<file path="config.mk">
export PLATFORM = sky130hd
export DESIGN_NAME = result_queue_multi_unloader
export DESIGN_NICKNAME = d
export VERILOG_FILES = /design/src/rtl/result_queue_multi_unloader.sv
export SDC_FILE = /design/constraint.sdc
export NUM_CORES = 1
export LEC_CHECK = 0
export ABC_AREA = 1
export BUFFER_PORTS_ARGS = -buffer_cell sky130_fd_sc_hd__buf_2
export CORE_MARGIN = 8
export CORE_UTILIZATION = 30
export CTS_CLUSTER_SIZE = 16
export DETAILED_ROUTE_END_ITERATION = 10
export GPL_ROUTABILITY_DRIVEN = 0
export PLACE_DENSITY = 0.65
export SETUP_SLACK_MARGIN = 0.2
export SYNTH_ARGS = -nofsm -noshare
export SYNTH_HDL_FRONTEND = slang
export SYNTH_SLANG_ARGS = --single-unit
export TNS_END_PERCENT = 1
</file>
<file path="constraint.sdc">
create_clock -name clk -period 2.9 [get_ports clk]
set_input_delay 0.29 -clock clk [delete_from_list [all_inputs] [get_ports clk]]
set_output_delay 0.29 -clock clk [all_outputs]
set_load 0.1 [all_outputs]
</file>
<file path="src/rtl/result_queue_multi_unloader.sv">
// rtl/result_queue_multi_unloader.sv - round-robin unloader of NUM_CH result queues onto one ready/wanted port
// Optional data_ch source tag enabled by defining RQU_CHAN_TAG_EN.
module result_queue_multi_unloader #(
    parameter int WIDTH  = 32,
    parameter int NUM_CH = 4,
    parameter int CH_W   = (NUM_CH > 1) ? $clog2(NUM_CH) : 1
) (
    input  logic                    clk,
    input  logic                    resetn,
    input  logic                    data_wanted,
    output logic                    data_ready,
    output logic [WIDTH-1:0]        data,
`ifdef RQU_CHAN_TAG_EN
    output logic [CH_W-1:0]         data_ch,
`endif
    output logic                    busy,
    input  logic [NUM_CH-1:0]       rq_empty,
    input  logic [NUM_CH*WIDTH-1:0] rq_q,
    output logic [NUM_CH-1:0]       rq_re
);

    typedef enum logic [1:0] {
        S_Idle    = 2'd0,
        S_Pop     = 2'd1,
        S_Capture = 2'd2,
        S_Send    = 2'd3
    } state_t;

    state_t            state_q, state_d;
    logic [CH_W-1:0]   grant_q, grant_d;
    logic [WIDTH-1:0]  data_q, data_d;
`ifdef RQU_CHAN_TAG_EN
    logic [CH_W-1:0]   data_ch_q, data_ch_d;
`endif

    logic              any_req;
    logic              found;
    logic [CH_W-1:0]   next_grant;

    // grant_q doubles as last_grant: it changes only when a new grant is taken
    always_comb begin
        any_req    = |(~rq_empty);
        found      = 1'b0;
        next_grant = grant_q;
        for (int i = 1; i <= NUM_CH; i++) begin
            if (!found && !rq_empty[(int'(grant_q) + i) % NUM_CH]) begin
                found      = 1'b1;
                next_grant = CH_W'((int'(grant_q) + i) % NUM_CH);
            end
        end
    end

    always_comb begin
        state_d = state_q;
        grant_d = grant_q;
        data_d  = data_q;
`ifdef RQU_CHAN_TAG_EN
        data_ch_d = data_ch_q;
`endif
        case (state_q)
            S_Idle: begin
                if (any_req) begin
                    grant_d = next_grant;
                    state_d = S_Pop;
                end
            end
            S_Pop: begin
                state_d = S_Capture;
            end
            S_Capture: begin
                data_d  = rq_q[int'(grant_q)*WIDTH +: WIDTH];
`ifdef RQU_CHAN_TAG_EN
                data_ch_d = grant_q;
`endif
                state_d = S_Send;
            end
            S_Send: begin
                if (data_wanted) begin
                    if (any_req) begin
                        grant_d = next_grant;
                        state_d = S_Pop;
                    end else begin
                        state_d = S_Idle;
                    end
                end
            end
            default: state_d = S_Idle;
        endcase
    end

    always_ff @(posedge clk or negedge resetn) begin
        if (!resetn) begin
            state_q <= S_Idle;
            grant_q <= CH_W'(NUM_CH - 1);
            data_q  <= '0;
`ifdef RQU_CHAN_TAG_EN
            data_ch_q <= '0;
`endif
        end else begin
            state_q <= state_d;
            grant_q <= grant_d;
            data_q  <= data_d;
`ifdef RQU_CHAN_TAG_EN
            data_ch_q <= data_ch_d;
`endif
        end
    end

    // Strobes decode straight from the state flop so reset clears them at once
    always_comb begin
        rq_re = '0;
        if (state_q == S_Pop) begin
            rq_re[grant_q] = 1'b1;
        end
    end

    assign data_ready = (state_q == S_Send);
    assign busy       = (state_q != S_Idle);
    assign data       = data_q;
`ifdef RQU_CHAN_TAG_EN
    assign data_ch    = data_ch_q;
`endif

endmodule

</file>
==> results of run 1 <==
==> registers in the layout, summed over array words and instances, names as in the netlist <==
| signal | flops |
|---|---|
| data | 32 |
| grant_q | 2 |
| state_q | 2 |
==> cells in the mapped netlist, drive strengths merged <==
| master | number | area share (%) |
|---|---|---|
| inv | 15 | 2.3 |
| nand3 | 11 | 2.6 |
| buf | 18 | 4.3 |
| ha | 9 | 4.2 |
| clkbuf | 11 | 1.5 |
| nand2 | 38 | 6.7 |
| dfstp | 2 | 2.0 |
| dfrtp | 34 | 32 |
| a31oi | 32 | 7.5 |
| o21ai | 67 | 13 |
| nor2 | 163 | 23 |
| and2 | 1 | 0.23 |
| a21oi | 5 | 0.94 |
| nand4 | 1 | 0.23 |
==> area by class of cell <==
cell class              count  share of cell area (%)
clock inverters             1                  0.2063
inverters                  15                   1.684
clock buffers               7                   2.372
repair buffers            177                   24.68
well taps                 108                   3.713
multi-input cells         327                   42.52
flip-flops and latches     36                   24.82
==> worst max-delay path, cell delays in order (launching register included) <==
cell                      delay, ns
sky130_fd_sc_hd__dfstp_2       0.54
sky130_fd_sc_hd__buf_4         0.37
sky130_fd_sc_hd__ha_1          0.23
sky130_fd_sc_hd__nand2_1       0.05
sky130_fd_sc_hd__inv_1         0.05
sky130_fd_sc_hd__buf_2         0.41
==> layer usage <==
| metal | up-vias | share of wire, % | wire length, um |
|---|---|---|---|
| met2 | 128 | 48 | 4515 |
| met1 | 1458 | 41 | 3880 |
| met4 | 0 | 1.1 | 102 |
| met3 | 6 | 9.9 | 930 |
| li1 | 1644 | - | - |
| met5 | - | 0 | 0 |
==> power groups by stage <==
| stage | registers, mW | clock network (mW) | logic [mW] |
|---|---|---|---|
| global route | 0.959 | 0.417 | 4.48 |
| finish | 0.921 | 0.376 | 4.13 |
| detailed placement | 0.932 | 0 | 4.14 |
| global placement | 0.927 | 0 | 4.08 |
| CTS | 0.924 | 0.397 | 4.15 |
| floorplan | 2.48 | 0 | 1.93 |
==> cell families (layout without fill, tap and decap cells) <==
logic type / after synthesis / after routing / share of synthesized area [%]
AO/OA/AOI/OAI: 104 / 104 / 21.03
adder cells (fa/ha/maj): 9 / 9 / 4.225
buffers and inverters: 44 / 200 / 8.122
flip-flops: 36 / 36 / 33.90
AND/OR/NAND/NOR: 214 / 214 / 32.72
==> per-stage QoR <==
| stage | power [mW] | setup WS (ns) |
|---|---|---|
| finish | 5.425 | 0.6616 |
| global route | 5.855 | 0.5360 |
| CTS | 5.471 | 0.6194 |
| detailed placement | 5.076 | 0.8325 |
| global placement | 5.011 | 0.8898 |
| floorplan | 4.406 | 0.9053 |
==> placed cells by master (no fill, tap or decap) <==
cell type / instances
sky130_fd_sc_hd__nand2_1: 32
sky130_fd_sc_hd__clkbuf_1: 1
sky130_fd_sc_hd__nand3_1: 8
sky130_fd_sc_hd__o21ai_1: 9
sky130_fd_sc_hd__dfrtp_1: 34
sky130_fd_sc_hd__nor2_1: 163
sky130_fd_sc_hd__nand3_2: 3
sky130_fd_sc_hd__nand2_2: 2
sky130_fd_sc_hd__a21oi_1: 5
sky130_fd_sc_hd__o21ai_0: 58
sky130_fd_sc_hd__nand4_1: 1
sky130_fd_sc_hd__inv_1: 13
sky130_fd_sc_hd__inv_2: 1
sky130_fd_sc_hd__buf_4: 5
sky130_fd_sc_hd__clkinvlp_4: 1
sky130_fd_sc_hd__buf_2: 172
sky130_fd_sc_hd__dfstp_2: 2
sky130_fd_sc_hd__nand2_4: 4
sky130_fd_sc_hd__a31oi_1: 32
sky130_fd_sc_hd__inv_6: 1
sky130_fd_sc_hd__clkbuf_8: 6
sky130_fd_sc_hd__ha_2: 1
sky130_fd_sc_hd__ha_1: 8
sky130_fd_sc_hd__and2_1: 1
==> worst min path at each step <==
stage	slack [ns]	start	depth (start not counted)	to
6_report	0.1	resetn	1	data[25]$_DFFE_PN0N_
5_1_grt	0.16	resetn	1	data[25]$_DFFE_PN0N_
4_1_cts	0.12	resetn	1	data[25]$_DFFE_PN0N_
3_5_place_dp	0.44	resetn	1	data[25]$_DFFE_PN0N_
3_3_place_gp	0.44	resetn	1	data[25]$_DFFE_PN0N_
2_1_floorplan	-0.006	resetn	0	data[0]$_DFFE_PN0N_
==> results.yml, run 1 <==
floorplan:
  die_x_um: 110.3
  die_area_um2: 12160
  row_count: 34
  die_h_um: 110.3
  fp.coreArea_um2: 8678
  top_level_ports: 173
  initial_core_util_pct: 30.71
global_route:
  grt_first_pass_wirelength_um: 14840
  gr-total-overflow: 0
  grt_use_met3_pct: 3.547
  grt_start_max_net_pins: 71
  grt_pass1_vias: 3216
  groute.layer.met2.usage_pct: 26.00
  use_met1_pct: 17.81
  globalRouteTotalUtil_pct: 14.87
  global_route.peak_usage_layer: "met2"
  antenna_found_initial: 0
cts:
  cts.clk_slew.worst_paths_ns: 0.08
  latest_clock_arrival_within_the_worst_skew_pair_ns: 0.29
  clock_path_buffers: 2
  cts_hold_buffers_added: 0
  tritoncts: "built"
  post-cts-setup-buffer-count: 0
  cts_inserted_buffers: 5
  clkSinkCount: 36
  post_cts.resized_instances: 0
  htreeDepth: 2
  clk_root_buffer_cell: "sky130_fd_sc_hd__clkbuf_8"
placement:
  dp_hpwl_um: 7334
  portBuffers: 172
  placed_area_um2: 3546
  placed_cells_incl_taps: 663
critical_path:
  r2r_cells: 10
  crit_end: "rq_re[3]"
  timing.reg2reg.setup_slack_ns: 0.79
  critPathLaunchType: "register"
  critPathCaptureType: "output pin"
  critical_path_peak_fanout: 37
  r2r_start: "grant_q[0]$_DFFE_PN1P_"
  crit_start: "grant_q[1]$_DFFE_PN1P_"
  critical_path_class: "register to output pin"
  worst_ep_required_time_ns: 2.61
  r2r_end: "grant_q[0]$_DFFE_PN1P_"
  timing.critical_path.arrival_ns: 1.95
final_layout:
  area_growth_syn_to_layout_pct: 36.57
  design.final.nets: 706
  stdcell_area_um2: 3640
  instances_no_fill: 671
  fraction_of_final_layout_cells_sized_beyond_drive_strength_1_pct: 35.17
  seq_area_um2: 903.4
  finalCoreUtilization_pct: 41.94
  fill_cells: 949
  multi_input_comb_area_um2: 1548
  diodes: 0
timing:
  finalClockSkew_ns: 0.005981
  fin_crit_sh_pct: 77.19
  post-route-min-period_ns: 2.238
  fmax_ghz: 0.4467
  finalHoldViolCount: 0
  totalNegativeSetupSlack_ns: 0
  final-max-slew-violation-count: 0
  count_of_final_setup_violators: 0
  slew_headroom_pct: 45.10
  hold_slack_ns: 0.09846
  rsz_0062_raised_after_global_routing: "no"
  worst_slew_pin_slew_ns: 0.8235
run:
  max_cap_viol_count: 0
power:
  seqPwrFrac_pct: 17.0
  power_leakage_nw: 1.877
  power.switching_fraction_pct: 65.61
  vdd_drop_max_v: 0.0008898
  p_comb_share_pct: 76.1
  cell_internal_power_mw: 1.866
  power.clock.fraction_pct: 6.9
  p_sw_mw: 3.559
  cellPowerDensity_nw_per_um2: 1490
synthesis:
  synth-warning-count: 0
  ys_seq_area_share_pct: 33.90
  ys_types: 24
  postSynthCellCount: 407
  yosys_register_bits: 36
  synth.avg_cell_area_um2: 6.548
  syn_area_um2: 2665
  syn_nets: 551
route:
  route.final.wire_length_um: 9428
  viasPerCell: 4.823
  avgRoutedWirePerCell_um: 14.05
  antenna_left: 0
  detail_route.drc_violations: 0
  drt_iter0_drc: 183
  detailedRoute.firstPassIterationCount: 5
  dr_total_vias: 3236
outcome:
  outcome: "finished, final reports clean"
hold_path:
  worst_hold_path_type: "input pin to async pin"
(Power assumes the default switching activity.)
==> run 2, diff against run 1 <==
Clock period 2.9 ns to 2.2 ns, I/O delays scaled along.
==> run 2 against run 1 <==
Via count shrank 0.46%. Combinational power grew 34%. Die area did not move. Critical path type unchanged. Highest routed layer unchanged.
==> results.yml, run 2 (synthesis results as in run 1) <==
outcome:
  outcome: "finished, final reports clean"
global_route:
  globalRouteTotalUtil_pct: 15.17
  gr-total-overflow: 0
  antenna_found_initial: 0
  grt_start_max_net_pins: 65
  grt_pass1_vias: 3272
  grt_first_pass_wirelength_um: 15130
final_layout:
  fraction_of_final_layout_cells_sized_beyond_drive_strength_1_pct: 35.22
  instances_no_fill: 673
  largest_register_ffs: 32
  final_common_cell: "sky130_fd_sc_hd__buf_2"
  multi_input_comb_area_um2: 1548
  diodes: 0
  design.final.nets: 708
  stdcell_area_um2: 3695
  area_growth_syn_to_layout_pct: 38.64
  seq_area_um2: 903.4
  commonest_cells_after_routing_fill_and_taps_aside: "sky130_fd_sc_hd__buf_2 (169), sky130_fd_sc_hd__nor2_1 (163), sky130_fd_sc_hd__o21ai_0 (58)"
  fill_cells: 895
floorplan:
  fp.coreArea_um2: 8678
  die_area_um2: 12160
  die_h_um: 110.3
  die_x_um: 110.3
  row_count: 34
  initial_core_util_pct: 30.71
  top_level_ports: 173
route:
  detail_route.drc_violations: 0
  avgRoutedWirePerCell_um: 14.31
  route.final.wire_length_um: 9632
  antenna_left: 0
  viasPerCell: 4.786
  dr_total_vias: 3221
  drt_iter0_drc: 218
  detailedRoute.firstPassIterationCount: 5
timing:
  worst_slew_pin_slew_ns: 0.8653
  finalClockSkew_ns: 0.008472
  fmax_ghz: 0.5017
  count_of_final_setup_violators: 0
  final-max-slew-violation-count: 0
  rsz_0062_raised_after_global_routing: "yes"
  hold_slack_ns: 0.05269
  slew_headroom_pct: 42.31
  finalHoldViolCount: 0
  post-route-min-period_ns: 1.993
  totalNegativeSetupSlack_ns: 0
  fin_crit_sh_pct: 90.59
cts:
  clock_path_buffers: 2
  cts.clk_slew.worst_paths_ns: 0.08
  cts_inserted_buffers: 5
  tritoncts: "built"
  clk_root_buffer_cell: "sky130_fd_sc_hd__clkbuf_8"
  latest_clock_arrival_within_the_worst_skew_pair_ns: 0.28
  post-cts-setup-buffer-count: 0
  htreeDepth: 2
  clkSinkCount: 36
power:
  vdd_drop_max_v: 0.0008787
  p_sw_mw: 4.710
  cell_internal_power_mw: 2.540
  cellPowerDensity_nw_per_um2: 1962
  power_leakage_nw: 1.898
  power.clock.fraction_pct: 6.7
  seqPwrFrac_pct: 16.8
  p_total_mw: 7.250
  power.switching_fraction_pct: 64.97
  p_comb_share_pct: 76.4
placement:
  dp_hpwl_um: 7456
  portBuffers: 172
  placed_area_um2: 3588
  placed_cells_incl_taps: 665
critical_path:
  critPathLaunchType: "register"
  worst_ep_required_time_ns: 1.98
  timing.critical_path.arrival_ns: 1.77
  critical_path_class: "register to output pin"
  critical_path_peak_fanout: 40
  crit_start: "grant_q[0]$_DFFE_PN1P_"
  r2r_start: "grant_q[0]$_DFFE_PN1P_"
  critPathCaptureType: "output pin"
run:
  max_cap_viol_count: 0
hold_path:
  worst_hold_path_type: "input pin to async pin"
[run 2: changes by cell type in the layout (fill, tap and decap cells not counted)]
cell / delta
sky130_fd_sc_hd__buf_12: +2
sky130_fd_sc_hd__buf_6: +3
sky130_fd_sc_hd__clkbuf_1: +1
sky130_fd_sc_hd__clkinvlp_4: -1
sky130_fd_sc_hd__buf_2: -3
[run 2: power groups by stage]
stage | clock network, mW | registers, mW | logic [mW]
after detailed placement | 0 | 1.23 | 5.57
final | 0.488 | 1.22 | 5.54
after global routing | 0.539 | 1.27 | 6.00
after floorplan | 0 | 3.27 | 2.54
after CTS | 0.516 | 1.22 | 5.59
after global placement | 0 | 1.23 | 5.49
[run 2: area by class of cell]
type,count,share of cell area (%)
Multi-Input combinational cell,327,41.89
Timing Repair Buffer,179,25.91
Sequential cell,36,24.45
Tap cell,108,3.657
Clock buffer,8,2.438
Inverter,15,1.659
[run 2: path summary, 6_finish.rpt]
kind / to / slack [ns] / cells after the start
max in group asynchronous: data[13]$_DFFE_PN0N_ / 1.61 / 1
min in group clk: data[9]$_DFFE_PN0N_ / 0.23 / 3
hold / removal: data[21]$_DFFE_PN0N_ / 0.05 / 1
setup / recovery: rq_re[2] / 0.21 / 6
hold reg to reg: data[31]$_DFFE_PN0N_ / 0.54 / 2
setup reg to reg: grant_q[0]$_DFFE_PN1P_ / 0.40 / 9
[run 2: timing repair]
item	in CTS	in global routing
hold buffers	0	0
resized for setup	4	1
gates cloned	0	0
endpoints found under the setup margin	2	24
[run 2: through the flow]
stage	worst slack (ns)	utilization, %
floorplan	0.2053	-
global placement	0.2823	41.35
detailed placement	0.2750	41.35
CTS	0.1861	42.53
global route	0.1143	42.58
finish	0.2069	42.58
[run 2: critical path, stage by stage (launching register included)]
cell and delay (ns):
sky130_fd_sc_hd__dfstp_2 0.39, sky130_fd_sc_hd__inv_6 0.19, sky130_fd_sc_hd__buf_6 0.28, sky130_fd_sc_hd__ha_1 0.18, sky130_fd_sc_hd__nand2_1 0.05, sky130_fd_sc_hd__inv_1 0.06
sky130_fd_sc_hd__buf_4 0.28
[run 2: layer usage]
layer	track usage, %	vias to the layer above	routed length, um
met5	0	-	0
met4	3.996	0	104
met3	3.837	6	983
met2	26.60	135	4641
met1	17.94	1434	3902
li1	-	1646	-
==> run 3, diff against run 2 <==
Settings changed: CORE_UTILIZATION 30 to 28, PLACE_DENSITY 0.65 to 0.62.
==> run 3 against run 2 <==
Sequential share of layout area down 0.37 points. Critical endpoint is now rq_re[1]. Clock-buffer cell count down 1. Critical path depth down 1. Die area up 6.1%. Largest power group unchanged. Power up 1.6%. Clock power up 30%. Global-route usage down 1.0 points. Sequential cell count unchanged. Register-to-register slack worse by 0.09 ns.
==> results.yml, run 3 (synthesis results as in run 1) <==
outcome:
  outcome: "finished, final reports clean"
route:
  detail_route.drc_violations: 0
  antenna_left: 0
  detailedRoute.firstPassIterationCount: 4
  viasPerCell: 4.626
  drt_iter0_drc: 287
  route.final.wire_length_um: 9262
  avgRoutedWirePerCell_um: 13.33
  dr_total_vias: 3215
power:
  power_leakage_nw: 1.918
  vdd_drop_max_v: 0.0008112
  cellPowerDensity_nw_per_um2: 1964
  p_total_mw: 7.366
global_route:
  groute.layer.met2.usage_pct: 25.92
  globalRouteTotalUtil_pct: 14.15
  grt_pass1_vias: 3375
  grt_start_max_net_pins: 71
  global_route.peak_usage_layer: "met2"
  use_met1_pct: 15.57
  gr-total-overflow: 0
  grt_first_pass_wirelength_um: 15450
  antenna_found_initial: 0
  grt_use_met3_pct: 4.226
timing:
  slew_headroom_pct: 45.80
  finalHoldViolCount: 0
  count_of_final_setup_violators: 0
  worst_slew_pin_slew_ns: 0.8129
  totalNegativeSetupSlack_ns: 0
  final-max-slew-violation-count: 0
  fmax_ghz: 0.5203
  finalClockSkew_ns: 0.003047
  rsz_0062_raised_after_global_routing: "yes"
  fin_crit_sh_pct: 87.36
  post-route-min-period_ns: 1.922
  hold_slack_ns: 0.02784
final_layout:
  fill_cells: 1001
  diodes: 0
  final_common_cell: "sky130_fd_sc_hd__buf_2"
  area_growth_syn_to_layout_pct: 40.75
  fraction_of_final_layout_cells_sized_beyond_drive_strength_1_pct: 35.69
  design.final.nets: 709
  commonest_cells_after_routing_fill_and_taps_aside: "sky130_fd_sc_hd__buf_2 (169), sky130_fd_sc_hd__nor2_1 (163), sky130_fd_sc_hd__o21ai_0 (58)"
  instances_no_fill: 695
  largest_register_ffs: 32
  finalCoreUtilization_pct: 40.60
cts:
  post-cts-setup-buffer-count: 0
  latest_clock_arrival_within_the_worst_skew_pair_ns: 0.28
  cts.clk_slew.worst_paths_ns: 0.07
  tritoncts: "built"
  clock_path_buffers: 2
  cts_hold_buffers_added: 0
  clk_root_buffer_cell: "sky130_fd_sc_hd__clkbuf_8"
  cts_inserted_buffers: 5
  clkSinkCount: 36
  htreeDepth: 2
floorplan:
  initial_core_util_pct: 28.84
  die_area_um2: 12900
  die_h_um: 113.6
  fp.coreArea_um2: 9240
  row_count: 35
  top_level_ports: 173
  die_x_um: 113.6
critical_path:
  timing.reg2reg.setup_slack_ns: 0.31
  slowest_delay_ns: 0.61
  critPathLaunchType: "register"
  r2r_end: "grant_q[0]$_DFFE_PN1P_"
  r2r_start: "grant_q[0]$_DFFE_PN1P_"
  critical_path_class: "register to output pin"
  critical_path_peak_fanout: 40
  cp_cell_sequence: "buf_8 -> ha_1 -> nand2_1 -> inv_1 -> buf_4"
  slowest_stage: "sky130_fd_sc_hd__dfstp_2"
  r2r_cells: 9
  worst_ep_required_time_ns: 1.98
  critPathCaptureType: "output pin"
  timing.critical_path.arrival_ns: 1.70
  crit_end: "rq_re[1]"
  crit_start: "grant_q[0]$_DFFE_PN1P_"
placement:
  placed_cells_incl_taps: 687
  dp_hpwl_um: 7260
  portBuffers: 172
hold_path:
  worst_hold_path_type: "input pin to async pin"
run:
  max_cap_viol_count: 0
run 3: changes by cell type in the layout (fill, tap and decap cells not counted):
cell / before / now
sky130_fd_sc_hd__inv_8: 0 / 1
sky130_fd_sc_hd__buf_12: 2 / 1
sky130_fd_sc_hd__buf_6: 3 / 0
sky130_fd_sc_hd__bufinv_16: 0 / 1
sky130_fd_sc_hd__inv_6: 1 / 0
sky130_fd_sc_hd__clkbuf_4: 0 / 1
sky130_fd_sc_hd__clkbuf_8: 6 / 7
sky130_fd_sc_hd__buf_8: 0 / 1
sky130_fd_sc_hd__buf_4: 5 / 8
sky130_fd_sc_hd__clkbuf_1: 2 / 0
run 3: critical path: cells and delay by family (launching register included):
family | cells | cell delay, ns
fa+ha+maj | 1 | 0.18
flops | 1 | 0.61
simple gates | 1 | 0.05
buf+inv | 3 | 0.58
run 3: worst min-delay path by stage:
stage / endpoint / slack [ns] / depth (start not counted)
finish: data[1]$_DFFE_PN0N_ / 0.03 / 1
floorplan: data[0]$_DFFE_PN0N_ / -0.08 / 0
global route: data[3]$_DFFE_PN0N_ / 0.09 / 1
CTS: data[1]$_DFFE_PN0N_ / 0.06 / 1
detailed placement: data[1]$_DFFE_PN0N_ / 0.37 / 1
global placement: data[3]$_DFFE_PN0N_ / 0.37 / 1
run 3: report_power, final:
part | leakage (nW) | switching (mW) | total, mW | internal (mW)
Clock | 0.0645 | 0.234 | 0.634 | 0.400
Combinational | 1.46 | 4.28 | 5.52 | 1.24
Sequential | 0.394 | 0.191 | 1.21 | 1.02
Total | 1.92 | 4.70 | 7.37 | 2.66
run 3: metrics by stage:
| stage | setup WS (ns) | instance area (um2) |
|---|---|---|
| after global routing | 0.1392 | 3751 |
| after floorplan | 0.2053 | 2665 |
| after global placement | 0.3494 | 3610 |
| after CTS | 0.1680 | 3742 |
| after detailed placement | 0.2990 | 3610 |
| final | 0.2782 | 3751 |
run 3: cell type report:
class / count / area [um2] / share of cell area, %
Clock inverter: 1 / 30.03 / 0.8005
Timing Repair Buffer: 180 / 948.4 / 25.28
Sequential cell: 36 / 903.4 / 24.08
Multi-Input combinational cell: 327 / 1548 / 41.26
Tap cell: 129 / 161.4 / 4.303
Clock buffer: 7 / 96.34 / 2.568
Inverter: 15 / 63.81 / 1.701
run 3: metal layers:
| metal | routed length (um) | vias up |
|---|---|---|
| met2 | 4483 | 117 |
| met4 | 83 | 0 |
| met1 | 3893 | 1447 |
| met5 | 0 | - |
| met3 | 801 | 5 |
| li1 | - | 1646 |
run 3: what timing repair did:
| item | 4_1_cts | 5_1_grt |
|---|---|---|
| gates resized for setup | 2 | 3 |
| pin swaps | 0 | 0 |
| setup endpoints to repair | 4 | 8 |
